**src/rtl/motor_duty_ramp.sv**
```systemverilog
// Slews duty_cycle toward a commanded target at a fixed rate and zeroes it on a stall.
// Optional hall-code fault detection is compiled in with `define HALL_FAULT_EN.
module motor_duty_ramp #(
  parameter int DUTY_WIDTH    = 8,
  parameter int RAMP_DIV      = 1024,
  parameter int STEP          = 1,
  parameter int STALL_TIMEOUT = 1048576
) (
  input  logic                  clock,
  input  logic                  reset,
  input  logic                  enable,
  input  logic [DUTY_WIDTH-1:0] cmd_duty,
  input  logic                  cmd_valid,
  output logic                  cmd_ready,
  input  logic [2:0]            hall,
  output logic [DUTY_WIDTH-1:0] duty_cycle,
  output logic                  at_target,
  output logic                  stalled,
  output logic                  hall_fault
);

  localparam int PW = (RAMP_DIV > 1) ? $clog2(RAMP_DIV) : 1;
  localparam int SW = (STALL_TIMEOUT > 1) ? $clog2(STALL_TIMEOUT) : 1;
  localparam logic [PW-1:0]         PRESC_MAX = PW'(RAMP_DIV - 1);
  localparam logic [SW-1:0]         STALL_MAX = SW'(STALL_TIMEOUT - 1);
  localparam logic [DUTY_WIDTH:0]   STEP_W    = (DUTY_WIDTH + 1)'(STEP);

  typedef enum logic [1:0] {S_DISABLED, S_RAMP, S_HOLD, S_STALL} state_t;

  state_t                state_q, state_d;
  logic [DUTY_WIDTH-1:0] duty_q, duty_d;
  logic [DUTY_WIDTH-1:0] target_q, target_d;
  logic [PW-1:0]         presc_q, presc_d;
  logic [SW-1:0]         stall_cnt_q, stall_cnt_d;
  logic [2:0]            hall_s1_q, hall_s2_q, hall_prev_q;
  logic                  at_target_q, stalled_q, hall_fault_q, hall_fault_d;

  logic                  tick, hall_edge, stall_hit, fault_hit;
  logic [DUTY_WIDTH:0]   up_sum, dn_diff;
  logic [DUTY_WIDTH-1:0] ramp_val;

`ifdef HALL_FAULT_EN
  // Hall codes are only judged once the synchronizer holds real samples,
  // so the all-zero reset contents never read as a fault.
  logic [1:0] primed_q;
  logic       hall_bad;
  always_ff @(posedge clock) begin
    if (reset) primed_q <= 2'b00;
    else       primed_q <= {primed_q[0], 1'b1};
  end
  assign hall_bad     = primed_q[1] && (hall_s2_q == 3'b000 || hall_s2_q == 3'b111);
  assign hall_fault_d = hall_fault_q | hall_bad;
  assign fault_hit    = hall_fault_q | hall_bad;
`else
  assign hall_fault_d = 1'b0;
  assign fault_hit    = 1'b0;
`endif

  assign cmd_ready = !reset && (state_q != S_STALL);

  always_comb begin
    tick      = (presc_q == PRESC_MAX);
    presc_d   = tick ? '0 : presc_q + 1'b1;
    hall_edge = (hall_s2_q != hall_prev_q);

    // Extra MSB catches overflow on the way up and borrow on the way down.
    up_sum  = {1'b0, duty_q} + STEP_W;
    dn_diff = {1'b0, duty_q} - STEP_W;
    if (duty_q < target_q)
      ramp_val = (up_sum > {1'b0, target_q}) ? target_q : up_sum[DUTY_WIDTH-1:0];
    else
      ramp_val = (dn_diff[DUTY_WIDTH] || dn_diff < {1'b0, target_q}) ? target_q
                                                                      : dn_diff[DUTY_WIDTH-1:0];

    stall_hit = (state_q == S_RAMP || state_q == S_HOLD) && (duty_q != '0) &&
                (stall_cnt_q == STALL_MAX) && !hall_edge;

    if (hall_edge || duty_q == '0 || state_q == S_DISABLED || state_q == S_STALL)
      stall_cnt_d = '0;
    else if (stall_cnt_q != STALL_MAX)
      stall_cnt_d = stall_cnt_q + 1'b1;
    else
      stall_cnt_d = stall_cnt_q;

    target_d = (cmd_valid && cmd_ready) ? cmd_duty : target_q;
    state_d  = state_q;
    duty_d   = duty_q;

    if (!enable) begin
      state_d = S_DISABLED;
      duty_d  = '0;
    end else begin
      case (state_q)
        S_DISABLED: begin
          duty_d = '0;
          if (!hall_fault_q) state_d = (target_q != '0) ? S_RAMP : S_HOLD;
        end
        S_RAMP: begin
          if (stall_hit || fault_hit) begin
            state_d = S_STALL;
            duty_d  = '0;
          end else if (duty_q == target_q) begin
            state_d = S_HOLD;
          end else if (tick) begin
            duty_d = ramp_val;
          end
        end
        S_HOLD: begin
          if (stall_hit || fault_hit) begin
            state_d = S_STALL;
            duty_d  = '0;
          end else if (target_q != duty_q) begin
            state_d = S_RAMP;
          end
        end
        default: begin
          state_d = S_STALL;
          duty_d  = '0;
        end
      endcase
    end
  end

  always_ff @(posedge clock) begin
    if (reset) begin
      state_q      <= S_DISABLED;
      duty_q       <= '0;
      target_q     <= '0;
      presc_q      <= '0;
      stall_cnt_q  <= '0;
      hall_s1_q    <= 3'b000;
      hall_s2_q    <= 3'b000;
      hall_prev_q  <= 3'b000;
      at_target_q  <= 1'b0;
      stalled_q    <= 1'b0;
      hall_fault_q <= 1'b0;
    end else begin
      state_q      <= state_d;
      duty_q       <= duty_d;
      target_q     <= target_d;
      presc_q      <= presc_d;
      stall_cnt_q  <= stall_cnt_d;
      hall_s1_q    <= hall;
      hall_s2_q    <= hall_s1_q;
      hall_prev_q  <= hall_s2_q;
      at_target_q  <= (state_d == S_HOLD) && (duty_d == target_d);
      stalled_q    <= (state_d == S_STALL);
      hall_fault_q <= hall_fault_d;
    end
  end

  assign duty_cycle = duty_q;
  assign at_target  = at_target_q;
  assign stalled    = stalled_q;
  assign hall_fault = hall_fault_q;

endmodule
```
**config.mk**
```make
export PLATFORM = sky130hd
export DESIGN_NAME = motor_duty_ramp
export DESIGN_NICKNAME = d
export VERILOG_FILES = /design/src/rtl/motor_duty_ramp.sv
export SDC_FILE = /design/constraint.sdc
export NUM_CORES = 1
export LEC_CHECK = 0
export BUFFER_PORTS_ARGS = -buffer_cell sky130_fd_sc_hd__buf_2
export CELL_PAD_IN_SITES_DETAIL_PLACEMENT = 1
export CELL_PAD_IN_SITES_GLOBAL_PLACEMENT = 1
export CORE_UTILIZATION = 35
export CTS_CLUSTER_DIAMETER = 60
export DETAILED_ROUTE_END_ITERATION = 10
export PLACE_DENSITY_LB_ADDON = 0.1
export SYNTH_ARGS = -nofsm -noshare
export SYNTH_HDL_FRONTEND = slang
export SYNTH_SLANG_ARGS = --single-unit
```
**constraint.sdc**
```tcl
create_clock -name clock -period 4.35 [get_ports clock]
set_input_delay 0.87 -clock clock [delete_from_list [all_inputs] [get_ports clock]]
set_output_delay 0.87 -clock clock [all_outputs]
set_load 0.01 [all_outputs]
```
==> flow_summary_export.csv <==
group,metric,value,unit
status,status,"completed",
timing,slew_headroom,0.454,
yosys,synthDistinctLibCells,58,
yosys,synth.top_cell.area_share,0.319,
power_and_ir_drop,power.internal,0.902,mW
power_and_ir_drop,power_per_cell_area,296,nW/um2
floorplanning,io_pins,27,
critical_path,critPathKind,"reg -> reg",
floorplanning,coreArea,10300,um2
clock_network,cts_hold_buf,0,
routing,totalWireLength,10500,um
timing,hold_viol_final,0,
critical_path,cp.buffers_inverters,1,
floorplanning,die_y,105,um
power_and_ir_drop,seqPwrFrac,0.453,
clock_network,cts.sinks,59,
critical_path,worst_path_max_delay_cell,"o31ai_1",
power_and_ir_drop,max-vdd-ir-drop,0.169,mV
routing,via_per_inst,5.37,
final_layout,layout_commonest_cell,"nor2_1",
clock_network,worstSkewPairLatency,0.34,ns
floorplanning,rows,37,
routing,drc,0,
yosys,synth_edf_count,0,
timing,fin_crit_sh,0.926,
clock_network,htreeDepth,3,
yosys,yosysWarningCount,0,
final_layout,insertedDiodeCount,0,
critical_path,r2r_start,"duty_cycle[1]$_SDFF_PP0_",
critical_path,cp-startpoint,"duty_cycle[1]$_SDFF_PP0_",
critical_path,r2r_cells,15,
yosys,ys_top_cells_by_area,"dfxtp_1, ha_1, nor2_1",
critical_path,r2r_end,"at_target$_SDFF_PP0_",
power_and_ir_drop,p_total,1.24,mW
routing,drt_iter0_drc,166,
critical_path,critPathCaptureType,"flop",
timing,rsz0062_at_grt,"no",
power_and_ir_drop,clkPwrFrac,0.421,
yosys,synthFlopType,"dfxtp_1",
global_routing,grt_pass1_vias,3335,
critical_path,cp-endpoint,"at_target$_SDFF_PP0_",
yosys,synth_largest_area_cell,"dfxtp_1",
global_routing,grt_max_degree,28,
yosys,syn-instance-count,452,
power_and_ir_drop,p_leak,1.60,nW
yosys,synth_area,3710,um2
clock_network,post-cts-setup-buffers,0,
timing,tns,0,ns
timing,clock_skew,0.0117,ns
power_and_ir_drop,p_sw_frac,0.272,
clock_network,cts_buffer_depth,2,
global_routing,antenna_found_initial,0,
timing,setup_violations,0,
clock_network,cts.clk_slew.worst_paths,0.07,ns
placement,gp_congestion,0.870,
clock_network,cts_inserted_buffers,9,
yosys,avgSynthCellArea,8.20,um2
job,drv_cap,0,
routing,vias,3327,
final_layout,fin_nets,527,
min_path,hp-class,"reg -> reg",
final_layout,fin_area,4190,um2
final_layout,layout-drive-gt1-share,0.118,
yosys,synth_nets,499,
placement,dp_hpwl,8160,um
floorplanning,start_util,0.361,
yosys,synth_seq_cells,59,
critical_path,slowest_delay,0.49,ns
clock_network,cts_root_buffer,"clkbuf_8",
floorplanning,dieWidth,105,um
clock_network,cts_resized,0,
routing,dr.pass1.iters,4,
global_routing,gr-total-overflow,0,
yosys,ys_seq_area_frac,0.319,
floorplanning,die_area,11000,um2
power_and_ir_drop,netSwitchingPower,0.337,mW
timing,worst_pin_slew,0.817,ns
timing,drv_slew,0,
critical_path,arrival,4.32,ns
global_routing,grt_pass1_wl,17500,um
critical_path,cp-start-kind,"flop",
placement,placed_cell_area,3990,um2
global_routing,track_usage,0.204,
critical_path,crit_fanout,8,
critical_path,worstPathCellList,"ha_1 -> nand3_1 -> or2_2 -> xnor2_1 -> ha_1 -> a211oi_1 -> nand3_1 -> o21ai_1 -> nor3b_1 -> buf_4 -> a211oi_1 -> o31ai_1 -> xnor2_1 -> nor4b_1 -> o2111a_1",
critical_path,cp_num_cells,15,
critical_path,ff2ff_setup_slack,0.32,ns
final_layout,final_cell_mix,"nor2_1, dfxtp_1, ha_1",
routing,routedWlPerCell,17.0,um
timing,max_freq,248,MHz
power_and_ir_drop,combinationalPowerShare,0.126,
placement,portBuffers,25,
critical_path,critical_path.top_delay_family,"compound AO/OA/AOI/OAI gates",
critical_path,cp.required,4.64,ns
final_layout,area_growth,13.0,%
timing,fin_crit,4.03,ns
routing,antenna_left,0,
yosys,synthArstFlopShare,0,
clock_network,cts_tree,"built",
-- cell families (layout without fill, tap and decap cells) --
kind of cell    count (synthesis)  after routing  share of synthesized area
fa+ha+maj                      33             33                      0.111
mux                             5              5                     0.0138
other cells                     1              1                    0.00101
compound gates                 82             82                      0.140
flops                          59             59                      0.319
simple gates                  201            201                      0.288
xor+xnor                       40             40                     0.0945
buf+inv                        31             63                     0.0327
-- power groups by stage --
stage | combinational, mW | clock, mW | sequential (mW)
2_1_floorplan | 0.103 | 0 | 0.571
3_3_place_gp | 0.154 | 0 | 0.574
3_5_place_dp | 0.155 | 0 | 0.574
4_1_cts | 0.157 | 0.542 | 0.562
5_1_grt | 0.173 | 0.561 | 0.564
6_report | 0.156 | 0.521 | 0.562
-- routing by layer --
| metal | part of all wire | global-route usage |
|---|---|---|
| met3 | 0.037 | 0.0387 |
| met1 | 0.51 | 0.283 |
| met4 | 0.011 | 0.0483 |
| met2 | 0.44 | 0.325 |
| met5 | 0 | 0 |
-- layout make-up --
class                      instances  area, um2
tap                              136        170
multi-input combinational        362       2400
fill                            1271       6090
clock inverter                     4       50.0
sequential                        59       1180
timing repair buffer              30        163
clock buffer                      11        151
inverter                          18       67.6
-- per-stage QoR --
stage	instances	setup slack [ns]	utilization	hold WS [ns]
2_1_floorplan	452	0.456	-	0.414
3_3_place_gp	605	0.477	0.388	0.418
3_5_place_dp	605	0.384	0.388	0.428
4_1_cts	620	0.353	0.407	0.444
5_1_grt	620	0.0473	0.407	0.459
6_report	620	0.320	0.407	0.440
-- flip-flops by register name (all words and copies together) (netlist names) --
register	count
stall_cnt_q	20
presc_q	10
duty_cycle	8
target_q	8
hall_prev_q	3
hall_s1_q	3
hall_s2_q	3
state_q	2
at_target	1
stalled	1
-- cells in the mapped netlist (2+ instances only) --
master     n
a211oi_1   6
a21o_1     4
a21oi_1   27
a22oi_1    4
a31oi_1    6
and2_1     3
and3_1    10
and4_1     2
clkbuf_1  10
dfxtp_1   59
ha_1      32
inv_1     18
mux2i_1    4
nand2_1   26
nand2b_1   4
nand3_1   21
nand3b_1   3
nand4_1   12
nor2_1    61
nor2b_1   18
nor3_1    13
nor3b_1    3
nor4_1     7
nor4b_1    2
o2111a_1   2
o211ai_1   3
o21a_1     2
o21ai_0   13
o21bai_1   2
o221ai_1   2
o31ai_1    5
or2_2      4
xnor2_1   21
xor2_1    19
-- worst min path at each step --
stage          cells past startpoint  slack, ns                     from                 endpoint
6_report                           1       0.44  hall_s1_q[1]$_SDFF_PP0_  hall_s2_q[1]$_SDFF_PP0_
5_1_grt                            1       0.46  hall_s1_q[2]$_SDFF_PP0_  hall_s2_q[2]$_SDFF_PP0_
4_1_cts                            1       0.44  hall_s1_q[1]$_SDFF_PP0_  hall_s2_q[1]$_SDFF_PP0_
3_5_place_dp                       1       0.43  hall_s1_q[1]$_SDFF_PP0_  hall_s2_q[1]$_SDFF_PP0_
3_3_place_gp                       1       0.42  hall_s1_q[1]$_SDFF_PP0_  hall_s2_q[1]$_SDFF_PP0_
2_1_floorplan                      1       0.41  hall_s1_q[0]$_SDFF_PP0_  hall_s2_q[0]$_SDFF_PP0_
Power figures use the tool's default switching activity.
